**src/rtl/fifo_ctrl.sv**
```systemverilog
// fifo_ctrl: push/pop FIFO controller for a dual-port synchronous RAM with a
// registered (1-cycle latency) read port. Owns the pointers, occupancy count,
// status flags and sticky error flags. The RAM itself lives beside this block.
//
// Ports
//   clk, reset        clock (rising edge), synchronous active-low reset
//   push, data_push   write request and data
//   pop               read request
//   pop_data          read data, qualified by pop_valid (one cycle after pop)
//   full, empty       count == RAM_DEPTH, count == 0 (registered)
//   almost_full       count >= ALMOST_FULL_TH (registered)
//   almost_empty      count <= ALMOST_EMPTY_TH (registered)
//   count             current occupancy
//   err_overflow      sticky, a push was rejected
//   err_underflow     sticky, a pop was rejected
//   wr_enb, wr_addr, data_in   RAM write port drive
//   rd_enb, rd_addr            RAM read port drive
//   data_out          registered read data from the RAM
module fifo_ctrl #(
  parameter int unsigned RAM_WIDTH       = 8,
  parameter int unsigned ADDER_SIZE      = 3,
  parameter int unsigned RAM_DEPTH       = 8,
  parameter int unsigned ALMOST_FULL_TH  = 6,
  parameter int unsigned ALMOST_EMPTY_TH = 2
) (
  input  logic                  clk,
  input  logic                  reset,
  input  logic                  push,
  input  logic [RAM_WIDTH-1:0]  data_push,
  input  logic                  pop,
  output logic [RAM_WIDTH-1:0]  pop_data,
  output logic                  pop_valid,
  output logic                  full,
  output logic                  empty,
  output logic                  almost_full,
  output logic                  almost_empty,
  output logic [ADDER_SIZE:0]   count,
  output logic                  err_overflow,
  output logic                  err_underflow,
  output logic                  wr_enb,
  output logic [ADDER_SIZE-1:0] wr_addr,
  output logic [RAM_WIDTH-1:0]  data_in,
  output logic                  rd_enb,
  output logic [ADDER_SIZE-1:0] rd_addr,
  input  logic [RAM_WIDTH-1:0]  data_out
);

  localparam logic [ADDER_SIZE:0]   DepthCnt = (ADDER_SIZE+1)'(RAM_DEPTH);
  localparam logic [ADDER_SIZE:0]   AfullTh  = (ADDER_SIZE+1)'(ALMOST_FULL_TH);
  localparam logic [ADDER_SIZE:0]   AemptyTh = (ADDER_SIZE+1)'(ALMOST_EMPTY_TH);
  localparam logic [ADDER_SIZE:0]   CntOne   = (ADDER_SIZE+1)'(1);
  localparam logic [ADDER_SIZE-1:0] PtrOne   = ADDER_SIZE'(1);

  logic [ADDER_SIZE-1:0] wr_ptr_q, wr_ptr_d;
  logic [ADDER_SIZE-1:0] rd_ptr_q, rd_ptr_d;
  logic [ADDER_SIZE:0]   count_q, count_d;
  logic                  full_q, empty_q, afull_q, aempty_q;
  logic                  pop_valid_q;
  logic                  err_ovf_q, err_unf_q;
  logic                  push_ok, pop_ok;

  // Pop is checked first: a push into a full FIFO is fine if a pop frees a slot.
  always_comb begin
    pop_ok  = pop & ~empty_q;
    push_ok = push & (~full_q | pop_ok);
  end

  always_comb begin
    wr_ptr_d = wr_ptr_q;
    rd_ptr_d = rd_ptr_q;
    count_d  = count_q;
    if (push_ok) wr_ptr_d = wr_ptr_q + PtrOne;
    if (pop_ok)  rd_ptr_d = rd_ptr_q + PtrOne;
    unique case ({push_ok, pop_ok})
      2'b10:   count_d = count_q + CntOne;
      2'b01:   count_d = count_q - CntOne;
      default: count_d = count_q;
    endcase
  end

  always_ff @(posedge clk) begin
    if (!reset) begin
      wr_ptr_q    <= '0;
      rd_ptr_q    <= '0;
      count_q     <= '0;
      full_q      <= 1'b0;
      empty_q     <= 1'b1;
      afull_q     <= 1'b0;
      aempty_q    <= 1'b1;
      pop_valid_q <= 1'b0;
      err_ovf_q   <= 1'b0;
      err_unf_q   <= 1'b0;
    end else begin
      wr_ptr_q    <= wr_ptr_d;
      rd_ptr_q    <= rd_ptr_d;
      count_q     <= count_d;
      // Flags come from the next count so they line up with count itself.
      full_q      <= (count_d == DepthCnt);
      empty_q     <= (count_d == '0);
      afull_q     <= (count_d >= AfullTh);
      aempty_q    <= (count_d <= AemptyTh);
      pop_valid_q <= pop_ok;
      if (push & ~push_ok) err_ovf_q <= 1'b1;
      if (pop & ~pop_ok)   err_unf_q <= 1'b1;
    end
  end

  // RAM strobes are gated by reset so nothing is written or read while in reset.
  always_comb begin
    wr_enb        = push_ok & reset;
    wr_addr       = wr_ptr_q;
    data_in       = data_push;
    rd_enb        = pop_ok & reset;
    rd_addr       = rd_ptr_q;
    pop_data      = data_out;
    pop_valid     = pop_valid_q;
    full          = full_q;
    empty         = empty_q;
    almost_full   = afull_q;
    almost_empty  = aempty_q;
    count         = count_q;
    err_overflow  = err_ovf_q;
    err_underflow = err_unf_q;
  end

endmodule
```
**config.mk**
```make
export PLATFORM = sky130hd
export DESIGN_NAME = fifo_ctrl
export DESIGN_NICKNAME = d
export VERILOG_FILES = /design/src/rtl/fifo_ctrl.sv
export SDC_FILE = /design/constraint.sdc
export NUM_CORES = 1
export LEC_CHECK = 0
export CORE_MARGIN = 3
export CORE_UTILIZATION = 39
export CTS_CLUSTER_DIAMETER = 120
export DETAILED_ROUTE_END_ITERATION = 10
export PLACE_DENSITY = 0.83
export SYNTH_ARGS = -nofsm -noshare
export SYNTH_HDL_FRONTEND = slang
export SYNTH_SLANG_ARGS = --single-unit
```
**constraint.sdc**
```tcl
create_clock -name clk -period 8.4 [get_ports clk]
set_clock_uncertainty 0.1 [all_clocks]
set_input_delay 1.68 -clock clk [delete_from_list [all_inputs] [get_ports clk]]
set_output_delay 1.68 -clock clk [all_outputs]
set_load 0.02 [all_outputs]
```
==> impl_results.md, run 1 <==
- CP startpoint kind: primary input
- Initial antenna violation count: 0
- GRT overflow: 0
- Worst EP required: 6.62 ns
- Fin area: 1036 sq um
- Logic pwr share: 42.5%
- Clock tree from TritonCTS: yes
- Pin count of the biggest net entering global routing: 18
- Synth unique cells: 25
- Minimum clock period: 5.301 ns
- Dpl cells: 130
- 1st-iter DRT viols: 20
- Dominant cell type by area after synthesis: dfxtp_1
- Top cell type's share of synthesized area: 38.31%
- Most common cell after layout, fill and taps aside: clkdlybuf4s50_1
- Sequential power share: 41.3%
- Post-synthesis adder-cell area fraction: 7.042%
- Power Internal: 0.1658 mW
- Drt total wl: 1615 um
- Core area: 2062 sq um
- Setup TNS: 0 ns
- Reg-to-Reg Start: empty
- Setup crit end: wr_enb
- Worst Path Arrival: 3.52 ns
- Compound-Gate Fraction of Synth Area: 11.13%
- Sw Share: 38.13%
- Xor and xnor area share after synthesis: 8.873%
- Num CTS Buffers: 3
- Worst reg2reg setup slack: 5.46 ns
- Residual DRC count: 0
- Mux share of post-synthesis cell area: 2.254%
- Register area share after synthesis: 38.31%
- Clock buffer depth: 2
- Slew HR: 68.08%
- Pleak: 0.4213 nW
- Layout cells sized above 1: 5.607%
- Setup bufs post-CTS: 0
- Netlist Area Pre-Place: 888.4 sq um
- Number of global-route vias before repair: 567
- I/O pin total: 55
- Synth area leaders: dfxtp_1, buf_4, ha_1
- Slew @ Worst Pin: 0.4759 ns
- Initial Util: 43.08%
- Main combinational cell family by area after synthesis: buffers and inverters
- 1st-pass router iterations: 4
- Setup slack after layout: 3.099 ns
- Tightest Hold Check Type: reg2reg
- Non-Filler Instances: 134
- PortBufs: 22
- Chip height: 53.73 um
- Outcome: completed
- Hold_buf cts: 0
- Die W: 53.73 um
- Maximum vdd ir drop: 0.09742 mV
- CP max FO: 6
- Origin of the worst setup path: pop
- Post-CTS sizing: 0
- Die area: 2886 sq um
- Clk_lat worst skew: 0.29 ns
- Drt via density: 4.933
- H-tree depth: 1
- Cell Area, Placed: 1008 sq um
- Worst Path Class, Setup: in2out
- DR WL/cell: 12.05 um
- RD Place Congestion: 0.7529
- RSZ-0062 raised after global routing: false
- Final hold vios: 0
- Final setup fails: 0
- Simple-gate share of the synthesized area: 16.06%
- Crit. End Element: output pin
- Max-cap viol count: 0
- Clock share of power: 16.2%
- FP Rows: 16
- First-pass GRT wire length: 2470 um
- Place WS: 3.083 ns
- Seq cells post-synth: 17
- Placed wire-length estimate: 1216 um
- Pwr/cell area: 258.6 nW/um^2
- Period utilisation layout: 63.11%
- CTS root buf: clkbuf_4
- Most frequent cells in the layout: clkdlybuf4s50_1, dfxtp_1, nor2_1
- Post-DRT Antenna Nets: 0
- Cell count after synthesis: 100
- Routed vias: 661
- FF-to-FF End: almost_empty
- Worst-path clk slew: 0.10 ns
- Psw: 0.1022 mW
- Overall power: 0.2679 mW
- GRT Total Usage: 12.04%
- Ys Warns: 0
- Reg2reg path depth: 11
- Count of pins over their slew limit: 0
- Syn_nets: 125
- Clock sinks: 17
- Syn avg cell area: 8.884 sq um
- FMAX: 0.1886 GHz
- Ant. Diodes: 0
- Final Net Count: 133
- Area growth syn-to-layout: 16.62%
==> how the worst min path moves through the flow <==
stage / from / endpoint / slack (ns) / cells after the start
2_1_floorplan: rd_addr[1] / rd_addr[1] / 0.45 / 2
3_3_place_gp: err_overflow / err_overflow / 0.36 / 2
5_1_grt: err_underflow / err_underflow / 0.40 / 2
3_5_place_dp: err_underflow / err_underflow / 0.36 / 2
6_report: err_underflow / err_underflow / 0.38 / 2
4_1_cts: err_underflow / err_underflow / 0.38 / 2
==> area by class of cell <==
class,count,area [sq um]
clock buffer,3,22.52
clock inverter,1,5.005
fill,193,1026
inverter,3,11.26
multi-input combinational,61,402.9
sequential,17,340.3
tap,27,33.78
timing repair buffer,22,220.2
==> per-layer routing <==
layer	GRT usage, %	vias to the layer above	wire length (um)
met3	3.047	2	117
met1	12.92	304	697
met2	19.76	31	796
met4	9.787	0	4
li1	-	324	-
met5	0	-	0
==> per-stage QoR <==
stage,hold slack [ns],util (%)
floorplan,0.4499,-
global placement,0.3565,48.91
detailed placement,0.3586,48.91
CTS,0.3821,50.24
global route,0.3965,50.24
finish,0.3760,50.24
==> critical path, cell delays in order <==
cell	delay, ns
clkdlybuf4s50_1	0.48
nand2b_1	0.14
a21boi_1	0.36
inv_1	0.14
nor2_1	0.10
clkdlybuf4s50_1	0.62
==> power by group through the flow <==
stage	registers (mW)	logic (mW)	clock network, mW
4_1_cts	0.111	0.115	0.0452
3_3_place_gp	0.112	0.110	0
3_5_place_dp	0.113	0.114	0
2_1_floorplan	0.126	0.0676	0
5_1_grt	0.113	0.125	0.0485
6_report	0.111	0.114	0.0435
==> flip-flops by register name (all words and copies together), names as in the netlist <==
signal and count:
empty 1, full 1, err_underflow 1, count 4
wr_addr 3, almost_full 1, almost_empty 1, err_overflow 1
rd_addr 3, pop_valid 1
==> synthesized netlist by cell type <==
cell type	instances
nand3_1	2
nor2b_1	1
dfxtp_1	17
nand3b_1	2
o211ai_1	1
a21oi_1	4
nand2b_1	3
buf_2	2
a31oi_4	1
xnor2_1	3
clkbuf_1	1
a21boi_1	1
nor2_1	16
mux2i_1	2
nand2_1	6
a21o_1	1
a31oi_1	1
a22o_1	1
inv_1	2
o21ai_1	4
buf_4	16
xor2_1	6
ha_1	5
nor3_2	1
clkinv_1	1
==> kinds of logic after synthesis <==
logic type | Yosys count
AO/OA/AOI/OAI | 14
adder cells (fa/ha/maj) | 5
multiplexers | 2
flip-flops | 17
XOR/XNOR | 9
AND/OR/NAND/NOR | 31
buffers and inverters | 22
Power figures use the tool's default switching activity.
==> run 2, diff against run 1 <==
--- a/config.mk
+++ b/config.mk
@@ -6,10 +6,10 @@
 export NUM_CORES = 1
 export LEC_CHECK = 0
 export CORE_MARGIN = 3
-export CORE_UTILIZATION = 39
+export CORE_UTILIZATION = 32
 export CTS_CLUSTER_DIAMETER = 120
 export DETAILED_ROUTE_END_ITERATION = 10
-export PLACE_DENSITY = 0.83
+export PLACE_DENSITY = 0.73
 export SYNTH_ARGS = -nofsm -noshare
 export SYNTH_HDL_FRONTEND = slang
 export SYNTH_SLANG_ARGS = --single-unit
==> constraint.sdc (replaced) <==
create_clock -name clk -period 4.4 [get_ports clk]
set_clock_uncertainty 0.1 [all_clocks]
set_input_delay 0.88 -clock clk [delete_from_list [all_inputs] [get_ports clk]]
set_output_delay 0.88 -clock clk [all_outputs]
set_load 0.02 [all_outputs]
==> impl_results.md, run 2 (synthesized netlist as in run 1, its figures left out) <==
- Residual DRC count: 0
- Post-CTS sizing: 0
- Outcome: completed
- Worst EP required: 3.42 ns
- Hold_buf cts: 0
- RSZ-0062 raised after global routing: false
- PortBufs: 22
- Drt via density: 4.652
- Hold endpoint: err_underflow
- FP Rows: 18
- Ant. Diodes: 0
- Buf+Inv Stages, Crit Path: 3
- 1st-iter DRT viols: 12
- Max-cap viol count: 0
- DR WL/cell: 11.32 um
- Register area: 340.3 sq um
- Critical Path Slowest Stage Cell: clkdlybuf4s50_1
- Final Net Count: 134
- Clock tree from TritonCTS: yes
- Initial antenna violation count: 0
- Crit-path leading delay family: buffers and inverters
- Hold Path Stages: 2
- Die area: 3445 sq um
- Clk_lat worst skew: 0.28 ns
- Worst Path Class, Setup: in2out
- Cell chain of the critical path: clkdlybuf4s50_1 -> nand2b_1 -> a21boi_1 -> inv_1 -> nor2_1 -> clkdlybuf4s50_1
- Tightest Hold Check Type: reg2reg
- Reg2reg path depth: 11
- Clock sinks: 17
- Pin count of the biggest net entering global routing: 11
- Minimum clock period: 3.701 ns
- Initial Util: 34.60%
- Final hold vios: 0
- Worst reg2reg setup slack: 1.56 ns
- RD Place Congestion: 0.7352
- Fin area: 1047 sq um
- CTS root buf: clkbuf_4
- H-tree depth: 1
- Num CTS Buffers: 3
- Worst-path clk slew: 0.10 ns
- Slew HR: 75.73%
- Period utilisation layout: 84.12%
- Reg-to-Reg Start: empty
- Worst Path Arrival: 2.72 ns
- Number of global-route vias before repair: 622
- Area of the multi-input gates: 402.9 sq um
- GRT Total Usage: 9.955%
- First-pass GRT wire length: 2635 um
- Drt total wl: 1562 um
- Min Hold Slack: 0.3920 ns
- Clock buffer depth: 2
- 1st-pass router iterations: 2
- Fill cell count: 275
- Core area: 2567 sq um
- Post-DRT Antenna Nets: 0
- FF-to-FF End: almost_empty
- Pwr/cell area: 482.5 nW/um^2
- CP startpoint kind: primary input
- Stages on worst setup path: 6
- FMAX: 0.2702 GHz
- Setup bufs post-CTS: 0
- Layout cells sized above 1: 6.481%
- CP max stage delay: 0.61 ns
- I/O pin total: 55
- Placed wire-length estimate: 1254 um
- Routed vias: 642
- Final setup fails: 0
- Chip height: 58.69 um
- Area growth syn-to-layout: 17.89%
- Max reg flops: 4
- GRT overflow: 0
- Cell Area, Placed: 1020 sq um
- Die W: 58.69 um
- CP dominant cell by count: clkdlybuf4s50_1
- HP Start: err_underflow
- Most common cell after layout, fill and taps aside: clkdlybuf4s50_1
- Crit. End Element: output pin
- Setup TNS: 0 ns
- Most frequent cells in the layout: clkdlybuf4s50_1, dfxtp_1, nor2_1
- Count of pins over their slew limit: 0
- Maximum vdd ir drop: 0.2507 mV
- Most flops, register: count
- Overall power: 0.5053 mW
- Slew @ Worst Pin: 0.3633 ns
- CP max FO: 6
- Pleak: 0.4261 nW
-- run 2: cell count changes in the layout (fill, tap and decap cells not counted) --
| cell | change |
|---|---|
| buf_4 | +1 |
-- run 2: report_power, final --
part           switching (mW)  total, mW  internal (mW)
Sequential             0.0291      0.212          0.182
Combinational           0.113      0.214          0.101
Clock                  0.0464     0.0801         0.0337
Total                   0.188      0.505          0.317
-- run 2: cell type report --
cell class	instances	area share, %
inverter	3	1.075
clock buffer	3	2.151
clock inverter	1	0.4779
multi-input combinational	61	38.47
timing repair buffer	23	21.74
sequential	17	32.50
tap	30	3.584
-- run 2: routing by layer --
layer,vias up,part of all wire (%),global-route usage [%]
li1,325,-,-
met1,290,42,11.14
met2,19,46,16.75
met3,8,9.9,2.632
met4,0,1.7,6.149
met5,-,0,0
-- run 2: worst max-delay path by stage --
stage	start	endpoint
finish	pop	wr_enb
global route	pop	wr_enb
CTS	pop	wr_enb
detailed placement	pop	almost_empty
global placement	pop	wr_enb
floorplan	pop	almost_full
-- run 2: tightest hold or removal path, delay by kind of cell (launching register included) --
| kind | cells | cell delay (ns) |
|---|---|---|
| DFF | 1 | 0.35 |
| and+or+nand+nor | 1 | 0.07 |
| AOI/OAI and AO/OA | 1 | 0.04 |
-- run 2: metrics by stage --
| stage | utilization [%] | setup slack [ns] | cells |
|---|---|---|---|
| final | 40.79 | 0.6987 | 138 |
| after global routing | 40.79 | 0.4952 | 138 |
| after CTS | 40.79 | 0.6724 | 138 |
| after detailed placement | 39.72 | 0.6091 | 134 |
| after global placement | 39.72 | 0.6881 | 134 |
| after floorplan | - | 1.388 | 100 |
==> run 3, diff against run 2 <==
--- a/config.mk
+++ b/config.mk
@@ -6,10 +6,10 @@
 export NUM_CORES = 1
 export LEC_CHECK = 0
 export CORE_MARGIN = 3
-export CORE_UTILIZATION = 32
+export CORE_UTILIZATION = 36
 export CTS_CLUSTER_DIAMETER = 120
 export DETAILED_ROUTE_END_ITERATION = 10
-export PLACE_DENSITY = 0.73
+export PLACE_DENSITY = 0.78
 export SYNTH_ARGS = -nofsm -noshare
 export SYNTH_HDL_FRONTEND = slang
 export SYNTH_SLANG_ARGS = --single-unit
==> constraint.sdc (replaced) <==
create_clock -name clk -period 3.6 [get_ports clk]
set_clock_uncertainty 0.1 [all_clocks]
set_input_delay 0.72 -clock clk [delete_from_list [all_inputs] [get_ports clk]]
set_output_delay 0.72 -clock clk [all_outputs]
set_load 0.02 [all_outputs]
==> impl_results.md, run 3 (synthesized netlist as in run 1, its figures left out) <==
- Power Internal: 0.3916 mW
- Clk_lat worst skew: 0.29 ns
- Slew HR: 77.44%
- 1st-pass router iterations: 4
- 1st-iter DRT viols: 8
- Worst-path clk slew: 0.10 ns
- First-pass GRT wire length: 2753 um
- Minimum clock period: 3.096 ns
- Num CTS Buffers: 3
- HP Start: err_underflow
- Setup bufs post-CTS: 0
- FMAX: 0.3230 GHz
- FF-to-FF End: almost_empty
- Final hold vios: 0
- Pleak: 0.4353 nW
- Most common cell after layout, fill and taps aside: clkdlybuf4s50_1
- Drt via density: 4.761
- Most frequent cells in the layout: clkdlybuf4s50_1, dfxtp_1, nor2_1
- Clock share of power: 15.7%
- Residual DRC count: 0
- FP Rows: 17
- CP startpoint kind: primary input
- Die W: 55.68 um
- Area growth syn-to-layout: 19.30%
- Maximum vdd ir drop: 0.2241 mV
- Slew @ Worst Pin: 0.3361 ns
- Register area: 340.3 sq um
- Fill cell count: 231
- Setup slack after layout: 0.5036 ns
- Outcome: completed
- Final setup fails: 0
- Drt total wl: 1587 um
- Routed vias: 657
- Worst EP required: 2.78 ns
- Pin count of the biggest net entering global routing: 13
- Chip height: 55.68 um
- Worst Path Arrival: 2.28 ns
- Number of global-route vias before repair: 621
- Period utilisation layout: 86.01%
- Initial Util: 39.03%
- Initial antenna violation count: 0
- PortBufs: 22
- Area of the multi-input gates: 402.9 sq um
- Most flops, register: count
- Tightest Hold Check Type: reg2reg
- Sequential power share: 41.4%
- Clock sinks: 17
- Crit. End Element: output pin
- DR WL/cell: 11.50 um
- Reg-to-Reg Start: empty
- Hold Path Stages: 2
- Clock tree from TritonCTS: yes
- RD Place Congestion: 0.6936
- Worst reg2reg setup slack: 1.07 ns
- Hold_buf cts: 0
- Final Net Count: 136
- Layout cells sized above 1: 8.182%
- Overall power: 0.6251 mW
- Ant. Diodes: 0
- CTS root buf: clkbuf_4
- RSZ-0062 raised after global routing: false
- GRT overflow: 0
- Reg2reg path depth: 11
- Count of pins over their slew limit: 0
- Placed wire-length estimate: 1269 um
- Clock buffer depth: 2
- Worst Path Class, Setup: in2out
- Max reg flops: 4
- I/O pin total: 55
- Place WS: 0.2687 ns
- Pwr/cell area: 589.9 nW/um^2
- H-tree depth: 1
- Max-cap viol count: 0
- GRT Total Usage: 11.20%
- Core area: 2276 sq um
- Sw Share: 37.35%
- Psw: 0.2335 mW
- Logic pwr share: 42.8%
- Die area: 3100 sq um
- Post-CTS sizing: 0
- Setup TNS: 0 ns
- CP max FO: 3
- Post-DRT Antenna Nets: 0
- Hold endpoint: err_underflow
run 3: area by class of cell:
type	instances	share of cell area, %
clock buffer	3	2.125
clock inverter	1	0.4723
inverter	3	1.063
multi-input combinational	61	38.02
sequential	17	32.11
tap	28	3.306
timing repair buffer	25	22.90
run 3: power groups by stage:
stage               registers [mW]  clock network, mW  logic [mW]
floorplan                    0.295                  0       0.158
global placement             0.262                  0       0.263
detailed placement           0.265                  0       0.269
CTS                          0.260              0.103       0.270
global route                 0.267              0.113       0.294
finish                       0.259             0.0983       0.268
run 3: metrics by stage:
step                area [sq um]  hold slack (ns)  cells  util [%]
detailed placement          1032           0.3592    134     45.35
finish                      1060           0.3799    138     46.56
global placement            1032           0.3499    134     45.35
CTS                         1060           0.3860    138     46.56
floorplan                  888.4           0.4499    100         -
global route                1060           0.4216    138     46.56
run 3: metal layers:
metal	up-vias	track usage, %	wire (um)
met2	23	19.43	754
met1	300	11.63	648
li1	330	-	-
met4	0	6.944	17
met3	4	3.480	166
met5	-	0	0
run 3: critical path: stages:
cell and delay, ns:
clkdlybuf4s50_1 0.48, nand2b_1 0.07, a21boi_1 0.20, inv_1 0.11
nor2_1 0.09, clkdlybuf4s50_1 0.61
run 3: worst max-delay path by stage:
stage,startpoint,end,slack [ns],cells after the start
final,pop,wr_enb,0.50,6
after global routing,pop,almost_empty,0.29,12
after CTS,pop,wr_enb,0.49,6
after detailed placement,pop,almost_empty,0.27,12
after global placement,pop,almost_empty,0.30,12
after floorplan,pop,almost_full,0.75,11
